[src/rtl/inv_mix_columns_seq.sv]
// Iterative AES InvMixColumns: loads a 128-bit state, transforms COLS_PER_CYCLE
// columns per cycle in place, then holds the result under valid/ready backpressure.
module inv_mix_columns_seq #(
  parameter int COLS_PER_CYCLE = 1
) (
  input  logic         clk,
  input  logic         rst_n,
  input  logic         in_valid,
  output logic         in_ready,
  input  logic [127:0] in_data,
  output logic         out_valid,
  input  logic         out_ready,
  output logic [127:0] out_data,
  output logic         busy
);

  generate
    if (COLS_PER_CYCLE != 1 && COLS_PER_CYCLE != 2 && COLS_PER_CYCLE != 4) begin : g_bad_cols
      $error("inv_mix_columns_seq: COLS_PER_CYCLE must be 1, 2 or 4");
    end
  endgenerate

  typedef enum logic [1:0] {
    S_IDLE,
    S_BUSY,
    S_DONE
  } fsm_e;

  // Column counter step and the start column of the final group; both wrap in 2 bits.
  localparam logic [1:0] STEP = 2'(COLS_PER_CYCLE);
  localparam logic [1:0] LAST = 2'(4 - COLS_PER_CYCLE);

  fsm_e         fsm_q, fsm_d;
  logic [1:0]   col_cnt_q, col_cnt_d;
  logic [127:0] state_q, state_d;
  logic [127:0] mixed;

  function automatic logic [7:0] xtime(input logic [7:0] b);
    return {b[6:0], 1'b0} ^ (b[7] ? 8'h1b : 8'h00);
  endfunction

  // Column bytes are s0 (row 0) in [31:24] down to s3 (row 3) in [7:0].
  function automatic logic [31:0] inv_mix_col(input logic [31:0] col);
    logic [7:0] s  [4];
    logic [7:0] m9 [4];
    logic [7:0] mb [4];
    logic [7:0] md [4];
    logic [7:0] me [4];
    logic [7:0] x2, x4, x8;
    for (int i = 0; i < 4; i++) begin
      s[i]  = col[31-8*i -: 8];
      x2    = xtime(s[i]);
      x4    = xtime(x2);
      x8    = xtime(x4);
      m9[i] = x8 ^ s[i];
      mb[i] = x8 ^ x2 ^ s[i];
      md[i] = x8 ^ x4 ^ s[i];
      me[i] = x8 ^ x4 ^ x2;
    end
    return {me[0] ^ mb[1] ^ md[2] ^ m9[3],
            m9[0] ^ me[1] ^ mb[2] ^ md[3],
            md[0] ^ m9[1] ^ me[2] ^ mb[3],
            mb[0] ^ md[1] ^ m9[2] ^ me[3]};
  endfunction

  // Replace only the columns of the current group; the rest pass through.
  always_comb begin
    logic [31:0] col;
    logic [31:0] res;
    // NOTE: every combinational output gets a default first so no path infers a latch.
    mixed = state_q;
    col   = '0;
    res   = '0;
    for (int c = 0; c < 4; c++) begin
      if (c >= int'(col_cnt_q) && c < int'(col_cnt_q) + COLS_PER_CYCLE) begin
        col = {state_q[127-8*c -: 8], state_q[95-8*c -: 8],
               state_q[63-8*c -: 8],  state_q[31-8*c -: 8]};
        res = inv_mix_col(col);
        mixed[127-8*c -: 8] = res[31:24];
        mixed[95-8*c -: 8]  = res[23:16];
        mixed[63-8*c -: 8]  = res[15:8];
        mixed[31-8*c -: 8]  = res[7:0];
      end
    end
  end

  always_comb begin
    fsm_d     = fsm_q;
    col_cnt_d = col_cnt_q;
    state_d   = state_q;
    unique case (fsm_q)
      S_IDLE: begin
        if (in_valid) begin
          state_d   = in_data;
          col_cnt_d = '0;
          fsm_d     = S_BUSY;
        end
      end
      S_BUSY: begin
        state_d = mixed;
        if (col_cnt_q == LAST) begin
          col_cnt_d = '0;
          fsm_d     = S_DONE;
        end else begin
          col_cnt_d = col_cnt_q + STEP;
        end
      end
      S_DONE: begin
        if (out_ready) begin
          if (in_valid) begin
            state_d   = in_data;
            col_cnt_d = '0;
            fsm_d     = S_BUSY;
          end else begin
            fsm_d = S_IDLE;
          end
        end
      end
      default: fsm_d = S_IDLE;
    endcase
  end

  // NOTE: the state register is cleared on reset so a discarded operation never leaks out.
  always_ff @(posedge clk or negedge rst_n) begin
    if (!rst_n) begin
      fsm_q     <= S_IDLE;
      col_cnt_q <= '0;
      state_q   <= '0;
    end else begin
      // NOTE: non-blocking assignments keep every register updating from pre-edge values.
      fsm_q     <= fsm_d;
      col_cnt_q <= col_cnt_d;
      state_q   <= state_d;
    end
  end

  assign in_ready  = (fsm_q == S_IDLE) || (fsm_q == S_DONE && out_ready);
  assign out_valid = (fsm_q == S_DONE);
  assign busy      = (fsm_q == S_BUSY) || (fsm_q == S_DONE);
  assign out_data  = (fsm_q == S_DONE) ? state_q : '0;

endmodule

[config.mk]
export PLATFORM = sky130hd
export DESIGN_NAME = inv_mix_columns_seq
export DESIGN_NICKNAME = d
export VERILOG_FILES = /design/src/rtl/inv_mix_columns_seq.sv
export SDC_FILE = /design/constraint.sdc
export NUM_CORES = 1
export LEC_CHECK = 0
export ABC_AREA = 1
export ABC_CLOCK_PERIOD_IN_PS = 2000
export CAP_MARGIN = 20
export CORE_UTILIZATION = 53
export CTS_CLUSTER_SIZE = 8
export DETAILED_ROUTE_END_ITERATION = 16
export PLACE_DENSITY_LB_ADDON = 0.15
export SKIP_LAST_GASP = 1
export SLEW_MARGIN = 20
export SYNTH_ARGS = -nofsm -noshare
export SYNTH_HDL_FRONTEND = slang
export SYNTH_SLANG_ARGS = --single-unit
[constraint.sdc]
create_clock -name clk -period 2 [get_ports clk]
set_input_delay 0.4 -clock clk [delete_from_list [all_inputs] [get_ports clk]]
set_output_delay 0.4 -clock clk [all_outputs]
set_load 0.03 [all_outputs]
==> impl_metrics.env <==
export IMPL_fillers=3410
export IMPL_yosys_cell_types_count=42
export IMPL_ioPinCount=263
export IMPL_synth_fp_nets=4160
export IMPL_crit_family="buffers and inverters"
export IMPL_hold_violations=0
export IMPL_finClkSkew_ns=0.01237
export IMPL_startpoint_type="flip-flop"
export IMPL_cts_htree_levels=4
export IMPL_vias=27140
export IMPL_insertion_delay_ns=0.51
export IMPL_synthFlopType="dfrtp_1"
export IMPL_die_h_um=205.9
export IMPL_firstDrtPassIters=6
export IMPL_finalCriticalPeriod_ns=2.273
export IMPL_crit_chain="inv_2, ha_4, buf_12, buf_12, clkbuf_16, nand2_2, inv_2, buf_6"
export IMPL_max_cap_violations=0
export IMPL_drtIter0Drc=2684
export IMPL_hold_path_class="input port to async pin"
export IMPL_synth_area_um2=22030
export IMPL_drv_slew=0
export IMPL_drc_errors=0
export IMPL_dpl_cell_area_um2=27440
export IMPL_violations="negative setup slack"
export IMPL_track_usage_pct=38.68
export IMPL_post_route_cells_drive_above_1_share_pct=22.91
export IMPL_grt_pass1_wl_mm=126.3
export IMPL_synth_seq_cells=132
export IMPL_crit_path_max_fanout=10
export IMPL_grt_max_degree=113
export IMPL_synth_top_area_share_pct=32.48
export IMPL_initial_utilization_pct=53.83
export IMPL_area_delta_synth_final_pct=39.48
export IMPL_yosysMostFrequentCell="nand2_1"
export IMPL_clock_sinks=132
export IMPL_ys_top_cells_by_area="nand2_1 32%, dfrtp_1 15%, xor2_1 13%"
export IMPL_fin_cells=5165
export IMPL_synthCells=4019
export IMPL_fp_row_count=74
export IMPL_grt_overflow_total=0
export IMPL_synth_edff_count=0
export IMPL_multi_input_area_um2=16720
export IMPL_fp_dieArea_um2=42380
export IMPL_numCtsBuffers=17
export IMPL_synth_avg_cell_area_um2=5.481
export IMPL_clock_fmax_ghz=0.4399
export IMPL_worst_slack_ns=-0.2733
export IMPL_end_kind="primary output"
export IMPL_yosysWarnings=0
export IMPL_io_buffers=262
export IMPL_status="finished with violations"
export IMPL_holdWs_ns=0.3975
export IMPL_dp_hpwl_mm=63.39
export IMPL_worstPathRequired_ns=1.60
export IMPL_antenna_left=0
export IMPL_critPathBufInv=6
export IMPL_final_area_um2=30720
export IMPL_worst_pin_slew_ns=0.5609
export IMPL_coreArea_um2=40920
export IMPL_crit_slowest_cell="dfrtp_1"
export IMPL_grt_pass1_vias=23680
export IMPL_vias_per_cell=5.255
export IMPL_crit_type="flip-flop to primary output"
export IMPL_fin_crit_sh_pct=113.7
export IMPL_relSlewSlack_pct=62.61
export IMPL_async_flop_share_pct=100.0
export IMPL_yosysSeqAreaShare_pct=14.99
export IMPL_slowest_delay_ns=0.39
export IMPL_die_width_um=205.9
export IMPL_rsz0062_at_grt="yes"
export IMPL_synthTopCellsByCount="1906 x nand2_1, 453 x inv_1, 330 x xor2_1"
export IMPL_root_buffer="clkbuf_16"
export IMPL_clkSlewWorstSetupHoldPaths_ns=0.07
export IMPL_ff_latch_area_um2=3357
export IMPL_dp_cells=5050
export IMPL_cts_tree="yes"
export IMPL_drt_total_wl_mm=88.97
export IMPL_antenna_found_initial=1
export IMPL_gp_congestion=1.030
export IMPL_clockBufferDepth=2
export IMPL_wl_per_cell_um=17.23
export IMPL_synth_largest_area_cell="nand2_1"
export IMPL_crit_arrival_ns=1.87
export IMPL_setup_viol=224
export IMPL_fin_nets=4760
-- repair_timing --
item	4_1_cts	5_1_grt
gates resized for setup	64	459
hold endpoints to repair	33	0
setup buffers	14	42
hold buffers	1	0
cloned	10	20
endpoints found under the setup margin	169	258
pin swaps	3	47
-- sequential cells by signal (all words and copies together), names as in the netlist --
name / flops
col_cnt_q: 2
fsm_q: 2
state_q: 128
-- layer usage --
metal  vias up  track usage (%)  wire length, µm
li1      13190                -                -
met1     12230            50.10            35330
met2      1421            62.89            40100
met3       304            7.111             9167
met4         0            16.23             4368
met5         -                0                0
-- cells by family (layout without fill, tap and decap cells) --
group,after synthesis,in the layout,share of synthesized area [%]
compound gates,126,126,3.192
xor+xnor,522,522,21.50
other cells,0,1,0
buf+inv,657,1270,12.76
simple gates,2573,2573,47.04
flops,132,132,14.99
fa+ha+maj,9,9,0.5112
-- area by class of cell --
| class | count | share of cell area, % |
|---|---|---|
| well taps | 532 | 2.166 |
| flip-flops and latches | 132 | 10.93 |
| repair buffers | 750 | 24.28 |
| multi-input cells | 3230 | 54.43 |
| clock inverters | 15 | 0.6353 |
| inverters | 487 | 6.141 |
| repair inverters | 1 | 0.02851 |
| clock buffers | 17 | 1.385 |
| diodes | 1 | 0.008145 |
-- per-stage QoR --
stage          setup WS, ns  utilization, %  setup TNS, ns
2_1_floorplan      0.002845               -              0
5_1_grt             -0.3287           75.08         -52.00
4_1_cts             -0.2687           70.11         -29.65
3_5_place_dp        -0.2277           67.04         -15.42
3_3_place_gp        -0.1965           67.04         -13.00
6_report            -0.2733           75.08         -32.90
-- placed cells by master, fill, tap and decap left out, types with 11 or more instances in the layout --
cell	synthesis	routed
nand2_1	1906	1801
clkbuf_16	0	35
or2_2	11	11
a21oi_1	15	15
nor2_2	0	15
nand3_1	314	307
xor2_1	330	320
nand2_4	5	25
nand3b_1	20	20
buf_12	0	33
a21o_1	18	18
dfrtp_2	0	43
inv_2	24	96
inv_1	453	372
o21ai_0	74	66
buf_6	18	142
xor2_2	10	19
xnor2_2	2	17
clkdlybuf4s50_1	0	130
nor2_1	249	227
xnor2_1	176	160
nand2_2	50	134
dfrtp_1	132	89
buf_4	31	413
-- worst paths after layout --
path | end | cells after the start | slack (ns) | startpoint
min in group clk | state_q[63]$_DFFE_PN0P_ | 3 | 0.52 | in_data[63]
max | out_data[21] | 8 | -0.27 | fsm_q[0]$_DFFE_PN0P_
min reg2reg | state_q[67]$_DFFE_PN0P_ | 2 | 0.58 | state_q[67]$_DFFE_PN0P_
max reg2reg | state_q[87]$_DFFE_PN0P_ | 16 | -0.16 | fsm_q[1]$_DFFE_PN0P_
min | state_q[40]$_DFFE_PN0P_ | 2 | 0.40 | rst_n
max in group asynchronous | state_q[29]$_DFFE_PN0P_ | 3 | 1.01 | rst_n
Power is left out: the tool's default activity adds up to more than one toggle a clock period on the data nets, which glitch-free logic cannot reach.
